==> src/rtl/bitstream_scan_ctrl.sv <==
// Serializes a latched word MSB-first and flags a programmable pattern Mealy-style on the live bit stream.
// Latency: first bit one cycle after accepted start, done pulse DW+1 cycles after it; start is ignored unless IDLE.
module bitstream_scan_ctrl #(
  parameter int DW = 8,
  parameter int PW = 3,
  parameter int CW = 4
) (
  input  logic          clk,
  input  logic          rst,
  input  logic          start,
  input  logic [DW-1:0] din,
  input  logic [PW-1:0] pat,
  output logic          busy,
  output logic          bit_out,
  output logic          bit_valid,
  output logic          match,
  output logic          done,
  output logic [CW-1:0] count
);

  localparam int HW = $clog2(PW);
  localparam int BW = $clog2(DW);

  localparam logic [2:0] S_IDLE  = 3'b001;
  localparam logic [2:0] S_SHIFT = 3'b010;
  localparam logic [2:0] S_DONE  = 3'b100;

  logic [2:0]    r_state;
  logic [2:0]    w_next;
  logic [DW-1:0] r_sreg;
  logic [PW-1:0] r_preg;
  logic [PW-2:0] r_hist;
  logic [HW-1:0] r_hcnt;
  logic [BW-1:0] r_bcnt;
  logic [CW-1:0] r_count;
  logic [PW-1:0] w_window;
  logic          w_accept;
  logic          w_shift;
  logic          w_last;
  logic          w_match;

  // Window of the last PW bits with the live bit in the LSB, oldest bit in the MSB.
  assign w_window = {r_hist, r_sreg[DW-1]};
  assign w_last   = (r_bcnt == BW'(DW - 1));
  assign w_match  = w_shift && (r_hcnt == HW'(PW - 1)) && (w_window == r_preg);

  assign bit_out = r_sreg[DW-1];
  assign match   = w_match;
  assign count   = r_count;

  always_ff @(posedge clk) begin
    if (rst) r_state <= S_IDLE;
    else     r_state <= w_next;
  end

  always_comb begin
    w_next = S_IDLE;
    case (r_state)
      S_IDLE:  w_next = start ? S_SHIFT : S_IDLE;
      S_SHIFT: w_next = w_last ? S_DONE : S_SHIFT;
      S_DONE:  w_next = S_IDLE;
      default: w_next = S_IDLE;
    endcase
  end

  always_comb begin
    busy      = 1'b0;
    bit_valid = 1'b0;
    done      = 1'b0;
    w_shift   = 1'b0;
    w_accept  = 1'b0;
    case (r_state)
      S_IDLE:  w_accept = start;
      S_SHIFT: begin
        busy      = 1'b1;
        bit_valid = 1'b1;
        w_shift   = 1'b1;
      end
      S_DONE: begin
        busy = 1'b1;
        done = 1'b1;
      end
      default: ;
    endcase
  end

  always_ff @(posedge clk) begin
    if (rst) begin
      r_sreg  <= '0;
      r_preg  <= '0;
      r_hist  <= '0;
      r_hcnt  <= '0;
      r_bcnt  <= '0;
      r_count <= '0;
    end else if (w_accept) begin
      r_sreg  <= din;
      r_preg  <= pat;
      r_hist  <= '0;
      r_hcnt  <= '0;
      r_bcnt  <= '0;
      r_count <= '0;
    end else if (w_shift) begin
      r_sreg <= {r_sreg[DW-2:0], 1'b0};
      r_hist <= w_window[PW-2:0];
      r_bcnt <= r_bcnt + 1'b1;
      if (r_hcnt != HW'(PW - 1)) r_hcnt <= r_hcnt + 1'b1;
      // Matching never clears history, so overlapping occurrences all count.
      if (w_match && (r_count != '1)) r_count <= r_count + 1'b1;
    end
  end

endmodule
==> config.mk <==
export PLATFORM = sky130hd
export DESIGN_NAME = bitstream_scan_ctrl
export DESIGN_NICKNAME = d
export VERILOG_FILES = /design/src/rtl/bitstream_scan_ctrl.sv
export SDC_FILE = /design/constraint.sdc
export NUM_CORES = 1
export LEC_CHECK = 0
export CAP_MARGIN = 20
export CORE_UTILIZATION = 35
export DETAILED_ROUTE_END_ITERATION = 12
export PLACE_DENSITY = 0.63
export SLEW_MARGIN = 20
export SYNTH_ARGS = -nofsm -noshare
export SYNTH_HDL_FRONTEND = slang
export SYNTH_SLANG_ARGS = --single-unit
==> constraint.sdc <==
create_clock -name clk -period 1.4 [get_ports clk]
set_input_delay 0.28 -clock clk [delete_from_list [all_inputs] [get_ports clk]]
set_output_delay 0.28 -clock clk [all_outputs]
set_load 0.005 [all_outputs]
* Word-level counts from Yosys, hierarchy flattened
Index checks and enable logic that the tools add are counted.
Storage, ports and cells: word-level logic and storage cells 35, input bits 14, register bits 25
Operators by class: equality and inequality tests 8, muxes and demuxes 9, reductions and logical operators 8, add/sub/neg operators 3
Operators with widths (count):
- 8-bit 2-to-1 mux | 2
- 3-bit equality test (second input constant) | 2
- 3-bit case mux with 2 select lines | 1
- 4-bit by 1-bit adder with 4-bit output (second input constant) | 1
- 1-bit 2-to-1 mux | 4
- 4-bit != test (second input constant) | 1
- 2-bit AND reduction | 2
- 2-bit OR reduction | 2
- 3-bit by 1-bit adder with 3-bit output (second input constant) | 1
- 3-bit by 1-bit equality test with 1-bit output (second input constant) | 1
- 3-bit by 2-bit equality test with 1-bit output (second input constant) | 1
- 3-bit equality test | 1
- 1-bit logical AND | 3
- 3-bit 2-to-1 mux | 1
- 2-bit by 1-bit adder with 2-bit output (second input constant) | 1
- 2-bit equality test (second input constant) | 1
- 2-bit 2-to-1 mux | 1
- 2-bit != test (second input constant) | 1
- 2-bit nonzero test | 1

* Longest topological paths before layout
Gate-level depths: netlist (run 1).
word-level depth 6, mapped depth 7, mapped depth without buffers 7

* Least setup slack after synthesis (run 1)
No wires, ideal clock.
path kind reg2reg, start register r_hcnt[0], end register r_count[0], in the netlist count[0], path buffers 0, arrival time 1.300 ns, stages on the path, launching flop included 7, library setup time 0.070 ns, path slack 0.030 ns, cell sequence dfxtp_1 -> inv_1 -> ha_1 -> and4bb_1 -> nand4_2 -> or3_1 -> a21oi_1
Between the ends: cells in the longest elaborated chain, start to end 5
Ends and longest elaborated chain:
- start, declared | line 33 | logic [HW-1:0] r_hcnt;
- start signal, assigned | line 106 | if (r_hcnt != HW'(PW - 1)) r_hcnt <= r_hcnt + 1'b1;
- 2-bit equality test | line 45 | assign w_match = w_shift && (r_hcnt == HW'(PW - 1)) && (w_window == r_preg);
- 1-bit logical AND (2 in a row) | line 45
- 1-bit logical AND | line 108 | if (w_match && (r_count != '1)) r_count <= r_count + 1'b1;
- 2-bit AND reduction (no source line)
- end signal, assigned | line 108
- end, declared | line 35 | logic [CW-1:0] r_count;
Every way passes these cells. A chain may end at the register's enable or synchronous reset.

* Worst setup path in the final report (run 1)
start register r_hcnt[0], end output port match
Between the ends: cells in the longest elaborated chain, start to end 3
Ends and longest elaborated chain:
- 2-bit equality test | line 45
- 1-bit logical AND (2 in a row) | line 45
- end, declared | line 16 | output logic match,
Every way passes these cells.

==> impl_metrics.py, run 1 <==
metrics = {
    "critical_path": {
        "cp_max_fo": 2,
        "reg2reg_to": "count[0]",
        "worst_r2r_path_depth": 5,
        "required_ns": 1.12,
        "path_class": "flop to primary output",
        "reg2reg_slack_ns": -0.08,
        "startpoint_type": "flop",
        "end_kind": "primary output",
        "worstPathArrival_ns": 1.34,
        "r2r_start": "count[1]",
    },
    "timing": {
        "slew_headroom": 0.852,
        "setup_viol": 15,
        "skew_ns": 0.00349,
        "slew_violations": 0,
        "worstMarginPinSlew_ns": 0.220,
        "fin_crit_sh": 1.15,
        "period_minus_slack_ns": 1.62,
        "finalHoldViolCount": 0,
        "fmaxAchievable_mhz": 619,
        "rsz0062_at_grt": "yes",
        "fin_ws_ns": -0.216,
        "hold-worst-slack_ns": 0.476,
    },
    "placed_design": {
        "place_area_sq_mm": 0.00147,
        "place.gp.congestion": 0.767,
        "port_buffers": 22,
        "dp_hpwl_microns": 1770,
    },
    "layout": {
        "area_growth_pct": 53.8,
        "drive_above_1_share": 0.409,
        "stdcell_area_sq_mm": 0.00171,
        "fillers": 276,
        "layout.nets": 190,
        "n_antenna_cell": 0,
        "fin_util": 0.563,
    },
    "global_routing": {
        "grt-ovfl-total": 0,
        "grt_pass1_wl_microns": 4220,
        "antenna_found_initial": 0,
        "grt_pass1_vias": 1039,
        "grt_util_all_layers": 0.161,
        "grt_max_degree": 15,
    },
    "synth": {
        "synth.cell_area_sq_mm": 0.00111,
        "ys.warnings.count": 0,
        "netlist_instances": 125,
        "synth_area_per_cell_sq_um": 8.87,
        "ys_seq_area_frac": 0.451,
        "ys_async_sr_fraction": 0,
        "syn_nets": 143,
        "ys_ff_latch": 25,
        "synth_flop_cell": "dfxtp_1",
        "synth_edf_count": 0,
        "synth_cell_type_count": 33,
    },
    "run_status": {
        "status": "complete, but fails checks",
        "violations": "setup timing",
    },
    "power_and_ir_drop": {
        "power_leakage_nw": 0.673,
        "switching_share": 0.255,
        "intPower_mw": 0.992,
        "peakVddDrop_mv": 0.595,
        "power_density_mw_per_mm2": 781,
        "switchingPower_mw": 0.339,
        "power.share.clock": 0.243,
        "pwr-share-seq": 0.573,
        "power.share.combinational": 0.183,
    },
    "route": {
        "ant_nets": 0,
        "wl_per_cell_microns": 12.5,
        "vias": 1067,
        "vias_per_cell": 4.96,
        "dr.pass1.iters": 4,
        "wirelength_microns": 2700,
        "drt-initial-drc-count": 32,
        "remaining_drc_errors": 0,
    },
    "min_path": {
        "whs_endpoint": "r_sreg[3]",
        "hold_start": "r_sreg[3]",
        "hold_depth": 2,
        "hp-class": "flop to flop",
    },
    "floorplan": {
        "ioPinCount": 23,
        "dieArea_sq_mm": 0.00340,
        "die_w_microns": 58.3,
        "die_h_microns": 58.3,
        "num_rows": 20,
        "core_sq_mm": 0.00303,
        "start_util": 0.366,
    },
    "clock_tree": {
        "cts_made_buffers": 3,
        "cts_root_buf": "clkbuf_4",
        "h-tree-depth": 1,
        "path_clk_slew_ns": 0.13,
        "cts_tree": "built",
        "cts_sinks": 25,
        "clkLatencyLatePin_ns": 0.32,
        "cts_buffer_depth": 2,
    },
    "run": {
        "maxCapViolCount": 0,
    },
}
-- sequential cells by signal, indices dropped and copies added, names as in the netlist --
name and cells:
count 4, r_bcnt 3, r_hcnt 2, r_hist 2
r_preg 3, r_sreg 8, r_state 3
-- critical path, stage by stage, from the launching register on --
cell,delay (ns)
dfxtp_2,0.35
inv_2,0.06
ha_4,0.12
and4bb_1,0.20
nand4_2,0.11
inv_2,0.08
buf_2,0.10
-- cells in the final DEF (no fill, tap or decap), types with 2 or more instances in the layout --
cell / instances
dfxtp_1: 15
nor2_1: 10
clkdlybuf4s50_1: 13
nand2_2: 3
nor3_2: 2
xnor2_1: 5
a311oi_2: 2
nand2_1: 23
or2_4: 3
a22oi_1: 3
buf_6: 9
dfxtp_2: 10
nand3_1: 2
clkbuf_4: 3
a21oi_2: 5
inv_2: 2
buf_2: 2
dlygate4sd2_1: 5
a311oi_1: 3
a21oi_1: 8
ha_1: 3
buf_4: 17
-- routing by layer --
metal  global-route usage  up-vias  part of all wire
li1                     -      530                 -
met1                0.174      510              0.42
met2                0.305       25              0.53
met3               0.0290        2             0.042
met4               0.0646        0             0.012
met5                    0        -                 0
-- cells by family (layout without fill, tap and decap cells) --
family,count (synthesis),count (layout),synth area share
AO/OA/AOI/OAI,26,26,0.155
XOR/XNOR,5,5,0.0395
adder cells (fa/ha/maj),4,4,0.0451
buffers and inverters,9,54,0.0530
flip-flops,25,25,0.451
AND/OR/NAND/NOR,56,57,0.256
-- per-stage QoR --
step                TNS, ns  power [mW]  setup slack [ns]  std cells
finish               -0.976        1.33            -0.216        215
global route          -2.39        1.39            -0.268        215
CTS                   -1.32        1.32            -0.233        214
detailed placement    -5.05       0.980            -0.277        201
global placement      -4.72       0.974            -0.263        201
floorplan                 0       0.873            0.0299        125
-- final cells by class --
type | count | area, sq um | area share
multi-input combinational | 92 | 662 | 0.388
sequential | 25 | 513 | 0.301
timing repair buffer | 47 | 433 | 0.254
tap | 44 | 55.1 | 0.0323
clock buffer | 4 | 26.3 | 0.0154
inverter | 3 | 16.3 | 0.00954
-- power by group through the flow --
stage	registers [mW]	logic, mW	clock network (mW)
after global placement	0.777	0.197	0
after global routing	0.768	0.265	0.362
after detailed placement	0.778	0.201	0
after CTS	0.764	0.219	0.338
after floorplan	0.776	0.0964	0
final	0.763	0.244	0.324
-- synth_stat cells, types with 2 or more instances --
master    count  share of area
buf_2         3          0.014
nor3_1        2         0.0090
a21oi_1      13          0.059
a211oi_1      2          0.014
nand2_1      25          0.085
a22oi_1       3          0.020
clkbuf_1      2         0.0068
o21ai_0       2         0.0090
or2_2         3          0.017
a311oi_1      4          0.032
nor2_1       11          0.037
dfxtp_1      25           0.45
ha_1          4          0.045
nor3b_1       2          0.014
nand3_1       2         0.0090
xnor2_1       5          0.040
-- how the worst max path moves through the flow --
stage,startpoint,endpoint,slack (ns),cells past startpoint
floorplan,r_hcnt[0],count[0],0.03,6
global placement,r_state[0],busy,-0.26,4
detailed placement,r_hcnt[0],match,-0.28,6
CTS,r_state[2],busy,-0.23,4
global route,r_hcnt[0],match,-0.27,6
finish,r_hcnt[0],match,-0.22,6
-- what timing repair did --
| item | CTS | global route |
|---|---|---|
| hold buffers | 0 | 0 |
| pin swaps | 8 | 5 |
| endpoints found under the hold margin | 0 | 0 |
| buffers inserted | 10 | 0 |
| resized for setup | 48 | 18 |
| gates cloned | 0 | 1 |
| endpoints found under the setup margin | 24 | 28 |
(Power assumes the default switching activity.)
==> run 2: changes to the inputs <==
ABC_CLOCK_PERIOD_IN_PS = 1400   (was unset)
TNS_END_PERCENT = 30   (was unset)
==> run 2 against run 1 <==
Against the previous run: first-iteration DRC count increased by 38%; critical endpoint unchanged; combinational power down 5%; cell count fell by 2.3%; hold slack lost 0.0015 ns; the run still ends with setup timing left.
==> impl_metrics.py, run 2 (synthesis results as in run 1) <==
metrics = {
    "min_path": {
        "hold_start": "r_bcnt[1]",
        "hp-class": "flop to flop",
    },
    "critical_path": {
        "required_ns": 1.12,
        "worstPathArrival_ns": 1.34,
        "slowest_stage": "dfxtp_2",
        "startpoint_type": "flop",
        "reg2reg_slack_ns": -0.07,
        "path_buf_inv": 3,
        "path_class": "flop to primary output",
        "r2r_start": "r_state[2]",
        "end_kind": "primary output",
        "cp_top_family": "simple AND/OR/NAND/NOR gates",
        "cp_cell_sequence": "buf_6, and4bb_1, nand4_2, inv_2, buf_2",
        "slowest_delay_ns": 0.35,
        "critPathLaunch": "r_state[2]",
        "cp_max_fo": 3,
    },
    "timing": {
        "fmaxAchievable_mhz": 616,
        "fin_ws_ns": -0.222,
        "tns_ns": -0.966,
        "slew_headroom": 0.838,
        "worstMarginPinSlew_ns": 0.239,
        "period_minus_slack_ns": 1.62,
        "rsz0062_at_grt": "yes",
        "setup_viol": 16,
        "fin_crit_sh": 1.16,
        "slew_violations": 0,
        "skew_ns": 0.00320,
        "finalHoldViolCount": 0,
    },
    "layout": {
        "fillers": 282,
        "largest_reg_flops": 8,
        "drive_above_1_share": 0.343,
        "final_cell_mix": "nand2_1 (25), dfxtp_1 (15), clkdlybuf4s50_1 (13), buf_4 (13), a21oi_1 (12)",
        "layout_commonest_cell": "nand2_1",
        "layout.nets": 185,
        "n_antenna_cell": 0,
        "area_growth_pct": 47.4,
        "largest_register": "r_sreg",
    },
    "global_routing": {
        "grt-ovfl-total": 0,
        "antenna_found_initial": 0,
        "grt_pass1_vias": 1024,
        "grt_util_all_layers": 0.158,
        "grt_max_degree": 15,
        "grt_pass1_wl_microns": 4140,
    },
    "clock_tree": {
        "clkLatencyLatePin_ns": 0.32,
        "cts_tree": "built",
        "ctsHoldBuffers": 0,
        "cts_made_buffers": 3,
        "cts_root_buf": "clkbuf_4",
        "h-tree-depth": 1,
        "cts_sinks": 25,
        "cts_buffer_depth": 2,
        "path_clk_slew_ns": 0.13,
    },
    "floorplan": {
        "dieArea_sq_mm": 0.00340,
        "start_util": 0.366,
        "ioPinCount": 23,
        "num_rows": 20,
        "core_sq_mm": 0.00303,
        "die_h_microns": 58.3,
        "die_w_microns": 58.3,
    },
    "power_and_ir_drop": {
        "power.share.combinational": 0.175,
        "power_density_mw_per_mm2": 807,
        "pwr-share-seq": 0.579,
        "power_leakage_nw": 0.644,
        "peakVddDrop_mv": 0.592,
        "power_mw": 1.32,
        "intPower_mw": 0.986,
        "switching_share": 0.252,
        "power.share.clock": 0.246,
        "switchingPower_mw": 0.332,
    },
    "run_status": {
        "status": "complete, but fails checks",
        "violations": "setup timing",
    },
    "route": {
        "wl_per_cell_microns": 12.2,
        "vias_per_cell": 4.97,
        "wirelength_microns": 2550,
        "remaining_drc_errors": 0,
        "drt-initial-drc-count": 44,
        "vias": 1043,
        "ant_nets": 0,
        "dr.pass1.iters": 5,
    },
    "placed_design": {
        "place_ws_ns": -0.277,
        "port_buffers": 22,
        "place.gp.congestion": 0.767,
        "dp_hpwl_microns": 1770,
    },
    "run": {
        "maxCapViolCount": 0,
    },
}
==> run 2: cell count changes in the layout (fill, tap and decap cells not counted), moves of 2 or more <==
cell and change:
a21oi_1 +4, a21oi_2 -4, buf_4 -4, nand2_1 +2, nand2_2 -2
==> run 2: layout make-up <==
| type | instances | area, sq um | share of cell area |
|---|---|---|---|
| multi-input cells | 91 | 621 | 0.380 |
| clock buffers | 4 | 26.3 | 0.0161 |
| repair buffers | 43 | 403 | 0.247 |
| inverters | 3 | 16.3 | 0.00995 |
| flip-flops and latches | 25 | 513 | 0.314 |
| well taps | 44 | 55.1 | 0.0337 |
==> run 2: path summary, 6_finish.rpt <==
path	to	depth (start not counted)
max	match	5
min	r_bcnt[1]	2
max reg2reg	count[0]	6
min reg2reg	r_bcnt[1]	2
==> run 2: what timing repair did <==
item,in CTS,in global routing
resized for setup,48,8
pin swaps,9,2
endpoints found under the setup margin,24,28
buffers inserted,6,0
==> run 2: stage by stage <==
step	cell area, sq um	util	hold slack [ns]	std cells
final	1630	0.540	0.474	210
after global routing	1630	0.540	0.502	210
after CTS	1600	0.528	0.477	210
after detailed placement	1470	0.487	0.459	201
after global placement	1470	0.487	0.446	201
after floorplan	1110	-	0.352	125
==> run 2: tightest hold or removal path, stage by stage, from the launching register on <==
cell     delay [ns]
dfxtp_1        0.34
nand2_1        0.05
a21oi_1        0.05
==> run 2: metal layers <==
metal	vias up	track usage	part of all wire
li1	519	-	-
met1	488	0.174	0.41
met2	32	0.294	0.53
met4	0	0.0680	0.013
met5	-	0	0
met3	4	0.0290	0.049
==> run 2: power groups by stage <==
stage | Sequential, mW | Clock (mW) | Combinational, mW
5_1_grt | 0.768 | 0.361 | 0.251
2_1_floorplan | 0.776 | 0 | 0.0964
4_1_cts | 0.764 | 0.338 | 0.219
3_5_place_dp | 0.778 | 0 | 0.201
3_3_place_gp | 0.777 | 0 | 0.197
6_report | 0.763 | 0.324 | 0.231
